$ cat config.mk
export PLATFORM = sky130hd
export DESIGN_NAME = ghrd_reset_sequencer
export DESIGN_NICKNAME = d
export VERILOG_FILES = /design/src/rtl/ghrd_reset_sequencer.sv
export SDC_FILE = /design/constraint.sdc
export NUM_CORES = 1
export LEC_CHECK = 0
export CORE_MARGIN = 2
export CORE_UTILIZATION = 60
export CTS_BUF_LIST = sky130_fd_sc_hd__clkbuf_2 sky130_fd_sc_hd__clkbuf_4 sky130_fd_sc_hd__clkbuf_8
export CTS_CLUSTER_DIAMETER = 150
export DETAILED_ROUTE_END_ITERATION = 6
export GPL_TIMING_DRIVEN = 0
export PLACE_DENSITY = 0.84
export SLEW_MARGIN = 20
export SYNTH_ARGS = -nofsm -noshare
export SYNTH_HDL_FRONTEND = slang
export SYNTH_SLANG_ARGS = --single-unit
$ cat constraint.sdc
create_clock -name clk_100_clk -period 5.6 [get_ports clk_100_clk]
set_input_delay 1.12 -clock clk_100_clk [delete_from_list [all_inputs] [get_ports clk_100_clk]]
set_output_delay 1.12 -clock clk_100_clk [all_outputs]
set_load 0.02 [all_outputs]
$ cat src/rtl/ghrd_reset_sequencer.sv
// ghrd_reset_sequencer: releases fabric reset domains in ascending order after init/EMIF cal,
// with per-domain software re-reset. Optional macro GHRD_RSTSEQ_EVCNT_EN adds rst_event_cnt.
module ghrd_reset_sequencer #(
    parameter int NUM_DOMAINS = 4,
    parameter int CNT_W       = 16,
    parameter int STAGE_DELAY = 1000,
    parameter int HOLD_CYCLES = 64,
    parameter int CAL_TIMEOUT = 50000
) (
    input  logic                   clk_100_clk,
    input  logic                   reset_reset,
    input  logic                   ninit_done_ninit_done,
    input  logic                   emif_cal_done,
    input  logic [NUM_DOMAINS-1:0] sw_reset_req,
    output logic [NUM_DOMAINS-1:0] domain_reset,
    output logic [NUM_DOMAINS-1:0] domain_ready,
    output logic [2:0]             seq_state,
`ifdef GHRD_RSTSEQ_EVCNT_EN
    output logic [7:0]             rst_event_cnt,
`endif
    output logic                   timeout_err
);

    localparam logic [2:0] ST_WAIT_INIT = 3'd0;
    localparam logic [2:0] ST_WAIT_CAL  = 3'd1;
    localparam logic [2:0] ST_RELEASE   = 3'd2;
    localparam logic [2:0] ST_RUN       = 3'd3;
    localparam logic [2:0] ST_REARM     = 3'd4;

    localparam int PTR_W = (NUM_DOMAINS > 1) ? $clog2(NUM_DOMAINS) : 1;

    localparam logic [CNT_W-1:0]       STAGE_LOAD = CNT_W'(STAGE_DELAY - 1);
    localparam logic [CNT_W-1:0]       HOLD_LOAD  = CNT_W'(HOLD_CYCLES - 1);
    localparam logic [CNT_W-1:0]       CAL_LIMIT  = CNT_W'(CAL_TIMEOUT);
    localparam logic [CNT_W-1:0]       CAL_LAST   = CNT_W'(CAL_TIMEOUT - 1);
    localparam logic [PTR_W-1:0]       PTR_LAST   = PTR_W'(NUM_DOMAINS - 1);
    localparam logic [NUM_DOMAINS-1:0] ALL_HELD   = '1;

    logic [1:0]             r_ninit_sync;
    logic [2:0]             r_state;
    logic [CNT_W-1:0]       r_cnt;
    logic [PTR_W-1:0]       r_ptr;
    logic [NUM_DOMAINS-1:0] r_domain_reset;
    logic [NUM_DOMAINS-1:0] r_domain_ready;
    logic                   r_timeout_err;

    logic                   w_ninit;
    logic                   w_force_init;
    logic                   w_req_any;
    logic [PTR_W-1:0]       w_req_idx;
    logic [NUM_DOMAINS-1:0] w_req_mask;
    logic                   w_rearm_take;
    logic [2:0]             w_state_nxt;
    logic [CNT_W-1:0]       w_cnt_nxt;
    logic [PTR_W-1:0]       w_ptr_nxt;
    logic [NUM_DOMAINS-1:0] w_rst_nxt;
    logic                   w_timeout_nxt;

    // Lowest set request bit wins; the mask covers that domain and every domain above it.
    always_comb begin
        w_req_any = 1'b0;
        w_req_idx = '0;
        for (int k = NUM_DOMAINS - 1; k >= 0; k--) begin
            if (sw_reset_req[k]) begin
                w_req_any = 1'b1;
                w_req_idx = PTR_W'(k);
            end
        end
        for (int k = 0; k < NUM_DOMAINS; k++) begin
            w_req_mask[k] = (PTR_W'(k) >= w_req_idx);
        end
    end

    assign w_ninit      = r_ninit_sync[1];
    assign w_force_init = w_ninit && (r_state != ST_WAIT_INIT);
    assign w_rearm_take = !w_force_init && w_req_any &&
                          ((r_state == ST_RUN) ||
                           (((r_state == ST_RELEASE) || (r_state == ST_REARM)) && (w_req_idx < r_ptr)));

    always_comb begin
        // NOTE: every next-state signal gets a default first so no path can infer a latch.
        w_state_nxt   = r_state;
        w_cnt_nxt     = r_cnt;
        w_ptr_nxt     = r_ptr;
        w_rst_nxt     = r_domain_reset;
        w_timeout_nxt = r_timeout_err;

        if (w_force_init) begin
            w_state_nxt = ST_WAIT_INIT;
            w_cnt_nxt   = '0;
            w_ptr_nxt   = '0;
            w_rst_nxt   = ALL_HELD;
        end else if (w_rearm_take) begin
            w_state_nxt = ST_REARM;
            w_cnt_nxt   = HOLD_LOAD;
            w_ptr_nxt   = w_req_idx;
            w_rst_nxt   = r_domain_reset | w_req_mask;
        end else begin
            case (r_state)
                ST_WAIT_INIT: begin
                    w_rst_nxt = ALL_HELD;
                    w_cnt_nxt = '0;
                    w_ptr_nxt = '0;
                    if (!w_ninit) begin
                        w_state_nxt = ST_WAIT_CAL;
                    end
                end
                ST_WAIT_CAL: begin
                    w_rst_nxt = ALL_HELD;
                    if (emif_cal_done) begin
                        w_state_nxt = ST_RELEASE;
                        w_ptr_nxt   = '0;
                        w_cnt_nxt   = STAGE_LOAD;
                    end else begin
                        // Counter parks at the limit; the flag itself is sticky.
                        if (r_cnt != CAL_LIMIT) begin
                            w_cnt_nxt = r_cnt + CNT_W'(1);
                        end
                        if (r_cnt == CAL_LAST) begin
                            w_timeout_nxt = 1'b1;
                        end
                    end
                end
                ST_RELEASE: begin
                    if (r_cnt == '0) begin
                        w_rst_nxt[r_ptr] = 1'b0;
                        if (r_ptr == PTR_LAST) begin
                            w_state_nxt = ST_RUN;
                            w_cnt_nxt   = '0;
                        end else begin
                            w_ptr_nxt = r_ptr + PTR_W'(1);
                            w_cnt_nxt = STAGE_LOAD;
                        end
                    end else begin
                        w_cnt_nxt = r_cnt - CNT_W'(1);
                    end
                end
                ST_RUN: begin
                    w_cnt_nxt = '0;
                end
                ST_REARM: begin
                    if (r_cnt == '0) begin
                        w_state_nxt = ST_RELEASE;
                        w_cnt_nxt   = STAGE_LOAD;
                    end else begin
                        w_cnt_nxt = r_cnt - CNT_W'(1);
                    end
                end
                default: begin
                    w_state_nxt = ST_WAIT_INIT;
                    w_cnt_nxt   = '0;
                    w_ptr_nxt   = '0;
                    w_rst_nxt   = ALL_HELD;
                end
            endcase
        end
    end

    // NOTE: state updates use non-blocking assignments so every flop samples pre-edge values.
    always_ff @(posedge clk_100_clk) begin
        if (reset_reset) begin
            r_ninit_sync   <= 2'b11;
            r_state        <= ST_WAIT_INIT;
            r_cnt          <= '0;
            r_ptr          <= '0;
            r_domain_reset <= ALL_HELD;
            r_domain_ready <= '0;
            r_timeout_err  <= 1'b0;
        end else begin
            r_ninit_sync   <= {r_ninit_sync[0], ninit_done_ninit_done};
            r_state        <= w_state_nxt;
            r_cnt          <= w_cnt_nxt;
            r_ptr          <= w_ptr_nxt;
            r_domain_reset <= w_rst_nxt;
            r_domain_ready <= ~w_rst_nxt;
            r_timeout_err  <= w_timeout_nxt;
        end
    end

`ifdef GHRD_RSTSEQ_EVCNT_EN
    logic [7:0] r_evcnt;

    // Counts every accepted re-reset (including a REARM restart) and every forced return to WAIT_INIT.
    always_ff @(posedge clk_100_clk) begin
        if (reset_reset) begin
            r_evcnt <= 8'd0;
        end else if ((w_rearm_take || w_force_init) && (r_evcnt != 8'hFF)) begin
            r_evcnt <= r_evcnt + 8'd1;
        end
    end

    assign rst_event_cnt = r_evcnt;
`endif

    assign domain_reset = r_domain_reset;
    assign domain_ready = r_domain_ready;
    assign seq_state    = r_state;
    assign timeout_err  = r_timeout_err;

endmodule
---- Word-level counts from Yosys, hierarchy flattened ----
Index checks and enable logic that the tools add are counted.
operators by class
  add/subtract/negate cells ............... 3
  magnitude comparators ................... 7
  equal/unequal tests ..................... 22
  mux-type cells .......................... 33
  bitwise logic cells ..................... 8
  reductions and logical operators ........ 18
operator list
  cell                                                                   number
  16-bit two-way mux                                                     4
  16-bit case mux with 3 select lines                                    1
  3-bit two-way mux                                                      6
  16-bit by 1-bit adder with 16-bit output, second input constant        1
  16-bit equality test, second input constant                            1
  16-bit logical NOT                                                     1
  2-bit two-way mux                                                      8
  16-bit != test, second input constant                                  1
  16-bit by 1-bit subtractor with 16-bit output, second input constant   1
  3-bit case mux with 5 select lines                                     1
  4-bit two-way mux                                                      3
  3-bit != test, second input constant                                   4
  6-bit AND reduction                                                    2
  10-bit two-way mux                                                     1
  3-bit by 2-bit != test with 1-bit output, second input constant        3
  2-bit by 1-bit != test with 1-bit output, second input constant        4
  4-bit NOT                                                              2
  4-bit case mux with 2 select lines                                     1
  3-bit by 2-bit equality test with 1-bit output, second input constant  2
  6-bit two-way mux                                                      1
  2-bit != test, second input constant                                   3
  2-bit case mux with 3 select lines                                     1
  1-bit logical AND                                                      5
  1-bit two-way mux                                                      5
  other kinds (22)                                                       29
storage, ports and cells
  register bits after elaboration ......... 32
  bits of input ports ..................... 8
  output and inout bits ................... 12
  logic and storage cells ................. 100

---- Longest topological paths before layout ----
Gate-level depths: netlist of the first run.
  word-level depth ........................ 11
  gate-level depth with buffers ........... 9
  mapped depth without buffers ............ 7

---- Worst setup path before layout of the first run ----
No wires, ideal clock.
  path kind ............................... input to register
  start point ............................. input sw_reset_req[2]
  end point ............................... register r_domain_ready[2], in the netlist domain_ready[2]
  setup time .............................. 0.116 ns
  data arrival time ....................... 2.896 ns
  data required time ...................... 5.484 ns
  slack ................................... 2.588 ns
  stages on the path ...................... 6
  buffers on the path ..................... 1
  cell sequence ........................... or4b_4 > a22o_1 > or4_4 > buf_6 > and3_1 > o211a_1
between the ends
  longest elaborated chain between the ends .. 10
  elaborated cells on any way between the ends .. 16
  those cells by class .................... order compare: 2; mux: 8; bitwise: 2; reduce/logical: 4
RTL lines
  what                            RTL line  RTL
  start, declared                 14        input logic [NUM_DOMAINS-1:0] sw_reset_req,
  2-bit two-way mux (3 in a row)  64        if (sw_reset_req[k]) begin
  2-bit < comparator              78        (((r_state == ST_RELEASE) || (r_state == ST_REARM)) && (w_req_idx < r_ptr)));
  1-bit logical AND               78
  1-bit logical OR                77        ((r_state == ST_RUN) ||
  1-bit logical AND               76        assign w_rearm_take = !w_force_init && w_req_any &&
  4-bit two-way mux (*)           93        end else if (w_rearm_take) begin
  4-bit two-way mux (*)           88        if (w_force_init) begin
  4-bit NOT (*)                   175       r_domain_ready <= ~w_rst_nxt;
  end signal, assigned            175
  end, declared                   44        logic [NUM_DOMAINS-1:0] r_domain_ready;
Every way passes the cells marked *; elsewhere a longest branch is shown, timed or not.
A chain may end at the register's enable or synchronous reset.

---- Final worst setup path of the first run ----
  start point ............................. input sw_reset_req[2]
  end point ............................... register r_cnt[14]
between the ends
  longest elaborated chain between the ends .. 8
  elaborated cells on any way between the ends .. 12
  those cells by class .................... order compare: 1; mux: 6; reduce/logical: 5
RTL lines
  what                              RTL line  RTL
  2-bit two-way mux (3 in a row)    64
  2-bit < comparator                78
  1-bit logical AND                 78
  1-bit logical OR                  77
  1-bit logical AND (*)             76
  3-bit OR reduction (no line) (*)  -
  end signal, assigned              172       r_cnt <= w_cnt_nxt;
  end, declared                     41        logic [CNT_W-1:0] r_cnt;
Marks and branches as above.

==> results of run 1 <==
-- worst paths after layout --
kind / end / startpoint / slack, ps
hold / removal: r_ninit_sync[1] / r_ninit_sync[0] / 450
setup reg to reg: r_cnt[14] / seq_state[2] / 2880
setup / recovery: r_cnt[14] / sw_reset_req[2] / 2040
hold reg to reg: r_ninit_sync[1] / r_ninit_sync[0] / 450
-- placed cells by master, fill, tap and decap left out, drive strengths merged, types with 5 or more instances in the layout --
| master | count |
|---|---|
| inv | 9 |
| a211oi | 7 |
| xnor2 | 8 |
| nor4 | 10 |
| dfxtp | 32 |
| or3 | 5 |
| nor3 | 16 |
| clkdlybuf4s50 | 19 |
| o21ai | 21 |
| a31oi | 6 |
| nand4 | 9 |
| nand2 | 16 |
| a21oi | 19 |
| buf | 5 |
| clkbuf | 23 |
| nor2 | 21 |
| ha | 7 |
| nand3 | 8 |
-- power by group --
| group | switching (mW) | leakage, nW | total [mW] | internal (mW) |
|---|---|---|---|---|
| clock | 0.0871 | 0.0503 | 0.197 | 0.109 |
| sequential | 0.00640 | 0.259 | 0.240 | 0.234 |
| combinational | 0.112 | 0.580 | 0.171 | 0.0588 |
-- layer usage --
layer / part of all wire [%] / vias up / wire [um]
met1: 41 / 1140 / 2605
met4: 2.9 / 0 / 184
met5: 0 / - / 0
met3: 6.3 / 26 / 400
li1: - / 1159 / -
met2: 49 / 101 / 3110
-- metrics by stage --
step	util, %	hold slack, ps
floorplan	-	389.5
global placement	68.97	400.3
CTS	71.63	444.0
global route	71.63	467.1
detailed placement	68.97	420.0
finish	71.63	448.4
-- synthesized netlist by cell type (4+ instances only) --
cell type	count
and3_1	4
xor2_1	4
o21ai_0	21
a31oi_1	6
ha_1	7
inv_1	9
or2_2	4
nor2_1	21
buf_2	4
xnor2_1	8
nand2_1	16
dfxtp_1	32
clkbuf_1	16
a211oi_1	7
a21oi_1	19
nor3_1	16
nor3b_1	4
or3_1	5
nand4_1	9
nor4_1	9
nand3_1	8
-- worst max-delay path, cell delays in order --
cell	delay (ps)
clkdlybuf4s50_1	480
or4b_4	570
a22o_1	260
o31ai_1	680
clkbuf_1	480
o22ai_1	130
-- area by class of cell --
cell class	count	area, um^2
plain buffers	21	91.34
clock buffers	7	96.34
fillers	328	1031
inverters	9	33.78
multi-input cells	227	1490
flip-flops and latches	32	640.6
well taps	48	60.06
repair buffers	19	190.2
-- cell families (layout without fill, tap and decap cells) --
family | count (synthesis) | after routing
adders and majority gates | 7 | 7
buffers and inverters | 30 | 56
xor gates and xnor gates | 12 | 12
and+or+nand+nor | 115 | 115
muxes | 4 | 4
DFF | 32 | 32
AOI/OAI and AO/OA | 89 | 89
-- flip-flops by register name (all words and copies together), names as in the netlist --
name          count
domain_ready      4
r_ninit_sync      2
timeout_err       1
domain_reset      4
r_cnt            16
seq_state         3
r_ptr             2
==> impl_metrics.env, run 1 <==
export IMPL_pre_cts_slack_ps=1694
export IMPL_antenna_cells=0
export IMPL_postRouteAntennaNets=0
export IMPL_clk_pin_slew_ps=70
export IMPL_cts_buffer_depth=2
export IMPL_wl_um=6300
export IMPL_yosys_area_share_simple_pct=28.40
export IMPL_postCtsHoldBufs=0
export IMPL_p_leak_nw=0.8893
export IMPL_design_area_um2=2603
export IMPL_hp_class="register to register"
export IMPL_synth_ff_type="dfxtp_1"
export IMPL_synth_xor_area_share_pct=4.659
export IMPL_globalRouteOverflowTotal=0
export IMPL_synthTopCellsByArea="dfxtp_1 28%, o21ai_0 4.7%, a21oi_1 4.2%, ha_1 3.9%, nor3_1 3.5%"
export IMPL_fin_ws_ps=2043
export IMPL_nets=330
export IMPL_grtUsageTotal_pct=32.00
export IMPL_drc_errors=0
export IMPL_synth_top_family_by_area="simple AND/OR/NAND/NOR gates"
export IMPL_p_per_area_nw_per_um2=233.4
export IMPL_cts_sinks=32
export IMPL_worstMarginPinSlew_ps=865.6
export IMPL_root_buffer="clkbuf_8"
export IMPL_max_slew_margin_rel_pct=41.76
export IMPL_total_power_mw=0.6074
export IMPL_routabilityCongestion=0.9419
export IMPL_fin_crit_ps=3557
export IMPL_ctsResizeCount=0
export IMPL_h_tree_depth=2
export IMPL_setup_viol=0
export IMPL_vdd_ir_drop_max_v=0.0001587
export IMPL_core_um2=3633
export IMPL_fmax_mhz=281.1
export IMPL_die_area_um2=4266
export IMPL_synth_compound_area_share_pct=26.73
export IMPL_cts_tree="done"
export IMPL_synth_top_area_share_pct=28.40
export IMPL_worstPathRequired_ps=5760
export IMPL_synth_seq_area_share_pct=28.40
export IMPL_cp_max_fo=10
export IMPL_drv_cap=0
export IMPL_die_w_um=65.32
export IMPL_ioPinCount=20
export IMPL_synth_edf_count=0
export IMPL_min_path_cells=1
export IMPL_synth_area_mux_share_pct=2.385
export IMPL_met2_usage_pct=55.74
export IMPL_initial_core_util_pct=62.09
export IMPL_clock_latency_ps=290
export IMPL_vias_per_cell=6.683
export IMPL_die_h_um=65.32
export IMPL_antenna_found_initial=0
export IMPL_first_iter_violations=202
export IMPL_synthArstFlopShare_pct=0
export IMPL_drive_gt1_share_pct=6.984
export IMPL_syn_inst=289
export IMPL_busiest_layer="met2"
export IMPL_cts_buffers=5
export IMPL_synth_fa_ha_area_share_pct=3.882
export IMPL_globalRouteMet3Util_pct=5.993
export IMPL_dp_hpwl_um=4474
export IMPL_path_class="input pin to register"
export IMPL_synth_seq_cells=32
export IMPL_synthToLayoutAreaGrowth_pct=15.36
export IMPL_fin_worst_skew_ps=6.193
export IMPL_dpl_cell_area_um2=2506
export IMPL_outcome="finished clean"
export IMPL_grt_met1_usage_pct=37.43
export IMPL_yosys_area_top_type="dfxtp_1"
export IMPL_grt_max_degree=11
export IMPL_final_setup_tns_ps=0
export IMPL_slew_viol_final=0
export IMPL_grt_first_pass_wirelength_um=10720
export IMPL_hold_viol=0
export IMPL_finalCritPeriodShare_pct=63.53
export IMPL_yosysWarnings=0
export IMPL_vias=2426
export IMPL_placed_cells=356
export IMPL_crit_arrival_ps=3720
export IMPL_synth_area_um2=2256
export IMPL_final_cell_count_no_fill=363
export IMPL_synth_cell_types=60
export IMPL_cp_end_kind="register"
export IMPL_cts_setup_buffers=0
export IMPL_rows=22
export IMPL_synth_fp_nets=304
export IMPL_grt_pass1_vias=2366
export IMPL_io_buffer_count=19
export IMPL_startpoint_type="input pin"
export IMPL_drt_wirelength_per_cell_um=17.36
export IMPL_drtPass1Iterations=6
export IMPL_syn_area_per_cell_um2=7.806
export IMPL_reg2reg_depth=5
export IMPL_rsz0062_at_grt="false"
Power figures use the tool's default switching activity.
==> inputs of run 2 (changes only) <==
==> constraint.sdc (replaced) <==
create_clock -name clk_100_clk -period 3.3 [get_ports clk_100_clk]
set_input_delay 0.66 -clock clk_100_clk [delete_from_list [all_inputs] [get_ports clk_100_clk]]
set_output_delay 0.66 -clock clk_100_clk [all_outputs]
set_load 0.02 [all_outputs]
==> run 2 against run 1 <==
Clock-buffer cell count is the same. First-iteration DRC count grew 5.0%. Die area is the same. Critical path type unchanged.
==> impl_metrics.env, run 2 (synthesis gave the netlist of run 1 again) <==
export IMPL_fin_crit_ps=2967
export IMPL_dp_hpwl_um=4474
export IMPL_crit_arrival_ps=3120
export IMPL_setup_viol=0
export IMPL_root_buffer="clkbuf_8"
export IMPL_cts_tree="done"
export IMPL_hold_viol=0
export IMPL_power_switching_mw=0.3493
export IMPL_wl_um=6324
export IMPL_ioPinCount=20
export IMPL_outcome="finished clean"
export IMPL_pre_cts_slack_ps=-146.3
export IMPL_cts_sinks=32
export IMPL_h_tree_depth=2
export IMPL_power_internal_mw=0.6824
export IMPL_slowest_delay_ps=490
export IMPL_cts_buffers=5
export IMPL_swShare_pct=33.85
export IMPL_antenna_found_initial=0
export IMPL_hold_slack_ps=448.9
export IMPL_grt_max_degree=11
export IMPL_fin_util_pct=71.76
export IMPL_routabilityCongestion=0.9419
export IMPL_grt_pass1_vias=2366
export IMPL_startpoint_type="input pin"
export IMPL_grtUsageTotal_pct=32.00
export IMPL_die_area_um2=4266
export IMPL_first_iter_violations=212
export IMPL_initial_core_util_pct=62.09
export IMPL_globalRouteOverflowTotal=0
export IMPL_layout_commonest_cell="dfxtp_1"
export IMPL_synthToLayoutAreaGrowth_pct=15.59
export IMPL_crit_slowest_cell="nor4_1"
export IMPL_cp_max_fo=10
export IMPL_fin_ws_ps=332.7
export IMPL_total_power_mw=1.032
export IMPL_p_leak_nw=0.8904
export IMPL_max_slew_margin_rel_pct=41.79
export IMPL_cts_setup_buffers=0
export IMPL_vdd_ir_drop_max_v=0.0002695
export IMPL_path_buf_inv=2
export IMPL_p_per_area_nw_per_um2=395.7
export IMPL_drive_gt1_share_pct=7.302
export IMPL_nets=330
export IMPL_regMostFlops="r_cnt"
export IMPL_clock_power_share_pct=32.3
export IMPL_die_w_um=65.32
export IMPL_die_h_um=65.32
export IMPL_vias=2412
export IMPL_core_um2=3633
export IMPL_io_buffer_count=19
export IMPL_rsz0062_at_grt="false"
export IMPL_fmax_mhz=337.0
export IMPL_cts_buffer_depth=2
export IMPL_vias_per_cell=6.645
export IMPL_drv_cap=0
export IMPL_drtPass1Iterations=5
export IMPL_worstPathRequired_ps=3450
export IMPL_clk_pin_slew_ps=70
export IMPL_path_cells="clkdlybuf4s50_1, or4b_1, buf_2, nor4_1, nand4_1, o2111ai_1, o22ai_1"
export IMPL_finalCritPeriodShare_pct=89.92
export IMPL_worstMarginPinSlew_ps=865.1
export IMPL_clock_latency_ps=290
export IMPL_final_cell_mix="32 x dfxtp_1, 21 x nor2_1, 21 x o21ai_0"
export IMPL_postRouteAntennaNets=0
export IMPL_path_delay_family="simple AND/OR/NAND/NOR gates"
export IMPL_cp_end_kind="register"
export IMPL_fillers=327
export IMPL_antenna_cells=0
export IMPL_drt_wirelength_per_cell_um=17.42
export IMPL_slew_viol_final=0
export IMPL_p_comb_share_pct=28.2
export IMPL_fin_worst_skew_ps=6.971
export IMPL_rows=22
export IMPL_largest_reg_flops=16
export IMPL_drc_errors=0
export IMPL_path_class="input pin to register"
export IMPL_postCtsHoldBufs=0
export IMPL_hp_class="register to register"
export IMPL_grt_first_pass_wirelength_um=10720
export IMPL_p_seq_share_pct=39.5
## run 2: cell counts in the layout (fill, tap and decap cells not counted)
No cell type changed its count.
## run 2: through the flow
step	setup TNS (ps)	cells	cell area (um^2)
final	0	363	2608
after detailed placement	-1012	356	2506
after global placement	-601.4	356	2506
after global routing	0	363	2608
after floorplan	0	289	2256
after CTS	0	363	2603
## run 2: power groups by stage
stage	clock network (mW)	logic [mW]	registers [mW]
after detailed placement	0	0.282	0.415
after CTS	0.333	0.284	0.407
after global placement	0	0.277	0.415
final	0.334	0.291	0.407
after global routing	0.348	0.323	0.408
after floorplan	0	0.201	0.415
## run 2: timing repair
item,in CTS,in global routing
gates resized for setup,0,1
hold endpoints to repair,0,0
setup endpoints to repair,0,2
## run 2: worst paths after layout
kind	from	end	slack, ps	cells past startpoint
setup reg to reg	seq_state[1]	r_cnt[14]	630	7
setup / recovery	emif_cal_done	r_cnt[14]	330	7
hold reg to reg	r_ninit_sync[0]	r_ninit_sync[1]	450	1
hold / removal	r_ninit_sync[0]	r_ninit_sync[1]	450	1
## run 2: worst reg2reg max path, stage by stage (launching register included)
cell       delay (ps)
dfxtp_1           330
buf_2             180
or4b_1            500
buf_2             200
nor4_1            490
nand4_1           400
o2111ai_1         300
o22ai_1           140
## run 2: routing by layer
metal	routed length (um)	track usage, %
met1	2694	37.43
met2	3065	55.74
met3	344	5.993
met4	219	15.89
met5	0	0
## run 2: layout make-up
class	instances	area (um^2)	share of cell area, %
Tap cell	48	60.06	2.303
Clock buffer	7	96.34	3.695
Sequential cell	32	640.6	24.57
Inverter	9	33.78	1.296
Timing Repair Buffer	19	190.2	7.294
Multi-Input combinational cell	227	1495	57.34
Buffer	21	91.34	3.503
==> inputs of run 3 (changes only) <==
--- a/config.mk
+++ b/config.mk
@@ -6,12 +6,12 @@
 export NUM_CORES = 1
 export LEC_CHECK = 0
 export CORE_MARGIN = 2
-export CORE_UTILIZATION = 60
+export CORE_UTILIZATION = 45
 export CTS_BUF_LIST = sky130_fd_sc_hd__clkbuf_2 sky130_fd_sc_hd__clkbuf_4 sky130_fd_sc_hd__clkbuf_8
 export CTS_CLUSTER_DIAMETER = 150
 export DETAILED_ROUTE_END_ITERATION = 6
 export GPL_TIMING_DRIVEN = 0
-export PLACE_DENSITY = 0.84
+export PLACE_DENSITY = 0.66
 export SLEW_MARGIN = 20
 export SYNTH_ARGS = -nofsm -noshare
 export SYNTH_HDL_FRONTEND = slang
==> run 3 against run 2 <==
Clock power grew 1%. Combinational power is essentially flat. Largest power group unchanged. Critical endpoint unchanged. Via count decreased by 1.8%. Final area grew 0.96%. Flip-flop and latch count is the same. Largest cell class unchanged. Clock skew up 9.7 ps. Non-clock buffer count stayed put. Critical path depth is the same. Register-to-register slack got worse by 120 ps. Clock-buffer cell count up 1. Power is 0.59% higher.
==> impl_metrics.env, run 3 (synthesis gave the netlist of run 1 again) <==
export IMPL_wl_um=6329
export IMPL_cts_tree="done"
export IMPL_die_w_um=74.81
export IMPL_first_iter_violations=202
export IMPL_grt_first_pass_wirelength_um=10390
export IMPL_antenna_cells=0
export IMPL_setup_viol=0
export IMPL_drv_cap=0
export IMPL_synthToLayoutAreaGrowth_pct=16.69
export IMPL_vias=2368
export IMPL_fillers=466
export IMPL_finalCritPeriodShare_pct=93.98
export IMPL_largest_reg_flops=16
export IMPL_vias_per_cell=6.183
export IMPL_nets=330
export IMPL_antenna_found_initial=0
export IMPL_worstPathRequired_ps=3450
export IMPL_rows=25
export IMPL_path_delay_family="simple AND/OR/NAND/NOR gates"
export IMPL_grtUsageTotal_pct=24.32
export IMPL_hold_viol=0
export IMPL_ioPinCount=20
export IMPL_regMostFlops="r_cnt"
export IMPL_path_buf_inv=2
export IMPL_vdd_ir_drop_max_v=0.0002316
export IMPL_postRouteAntennaNets=0
export IMPL_total_power_mw=1.038
export IMPL_h_tree_depth=2
export IMPL_layout_commonest_cell="dfxtp_1"
export IMPL_die_area_um2=5596
export IMPL_slowest_delay_ps=570
export IMPL_cts_buffer_depth=2
export IMPL_cp_max_fo=10
export IMPL_initial_core_util_pct=47.14
export IMPL_clk_pin_slew_ps=70
export IMPL_die_h_um=74.81
export IMPL_crit_slowest_cell="nor4_1"
export IMPL_p_leak_nw=0.8924
export IMPL_max_slew_margin_rel_pct=35.66
export IMPL_final_cell_mix="32 x dfxtp_1, 21 x nor2_1, 21 x o21ai_0"
export IMPL_grt_pass1_vias=2103
export IMPL_fin_util_pct=55.01
export IMPL_io_buffer_count=19
export IMPL_p_per_area_nw_per_um2=394.2
export IMPL_fmax_mhz=322.5
export IMPL_cts_sinks=32
export IMPL_path_cells="clkdlybuf4s50_1, or4b_1, buf_2, nor4_1, nand4_1, o2111ai_1, o22ai_1"
export IMPL_worstMarginPinSlew_ps=963.1
export IMPL_root_buffer="clkbuf_8"
export IMPL_clock_latency_ps=290
export IMPL_fin_worst_skew_ps=16.68
export IMPL_cts_setup_buffers=0
export IMPL_routabilityCongestion=0.9120
export IMPL_crit_arrival_ps=3260
export IMPL_slew_viol_final=0
export IMPL_drt_wirelength_per_cell_um=16.52
export IMPL_cts_buffers=5
export IMPL_outcome="finished clean"
export IMPL_rsz0062_at_grt="false"
export IMPL_grt_max_degree=11
export IMPL_drc_errors=0
export IMPL_hp_class="register to register"
export IMPL_drtPass1Iterations=5
export IMPL_core_um2=4786
export IMPL_globalRouteOverflowTotal=0
export IMPL_dp_hpwl_um=4538
export IMPL_cp_end_kind="register"
export IMPL_postCtsHoldBufs=0
export IMPL_path_class="input pin to register"
export IMPL_fin_crit_ps=3101
export IMPL_drive_gt1_share_pct=7.595
export IMPL_startpoint_type="input pin"
==> run 3: power by group <==
part           total [mW]  switching [mW]  internal, mW
clock network       0.339           0.153         0.187
logic               0.291           0.191         0.100
registers           0.407          0.0108         0.396
==> run 3: area by class of cell <==
cell class | instances | area (um^2) | share of cell area [%]
well taps | 67 | 83.83 | 3.184
inverters | 9 | 33.78 | 1.283
clock buffers | 8 | 97.59 | 3.707
plain buffers | 21 | 91.34 | 3.470
multi-input cells | 227 | 1495 | 56.80
repair buffers | 19 | 190.2 | 7.224
flip-flops and latches | 32 | 640.6 | 24.33
==> run 3: stage by stage <==
step	area [um^2]	worst slack [ps]	hold slack, ps	instances	TNS [ps]
3_3_place_gp	2530	-209.6	393.1	375	-1687
4_1_cts	2628	81.73	416.6	383	0
3_5_place_dp	2530	-215.1	401.6	375	-1731
2_1_floorplan	2256	748.0	389.5	289	0
6_report	2633	198.8	411.6	383	0
5_1_grt	2633	103.1	432.6	383	0
==> run 3: worst reg2reg max path, delay by kind of cell (launching register included) <==
family	cells	cell delay [ps]
AND/OR/NAND/NOR	3	1480
AO/OA/AOI/OAI	2	470
buffers and inverters	2	370
flip-flops	1	330
==> run 3: what timing repair did <==
action,CTS,global route
endpoints found under the hold margin,0,0
resized for setup,0,1
setup endpoints to repair,0,1
==> run 3: worst paths after layout <==
| path | startpoint | end | slack [ps] | cells after the start |
|---|---|---|---|---|
| worst min-delay path | r_ninit_sync[0] | r_ninit_sync[1] | 410 | 1 |
| worst max-delay path | emif_cal_done | r_cnt[14] | 200 | 7 |
| worst max register to register | seq_state[1] | r_cnt[14] | 510 | 7 |
| worst min register to register | r_ninit_sync[0] | r_ninit_sync[1] | 410 | 1 |
==> run 3: metal layers <==
metal	track usage (%)	vias to the layer above	share of wire (%)
li1	-	1158	-
met2	40.51	99	46
met5	0	-	0
met1	33.09	1104	47
met3	4.284	7	5.6
met4	5.357	0	0.96
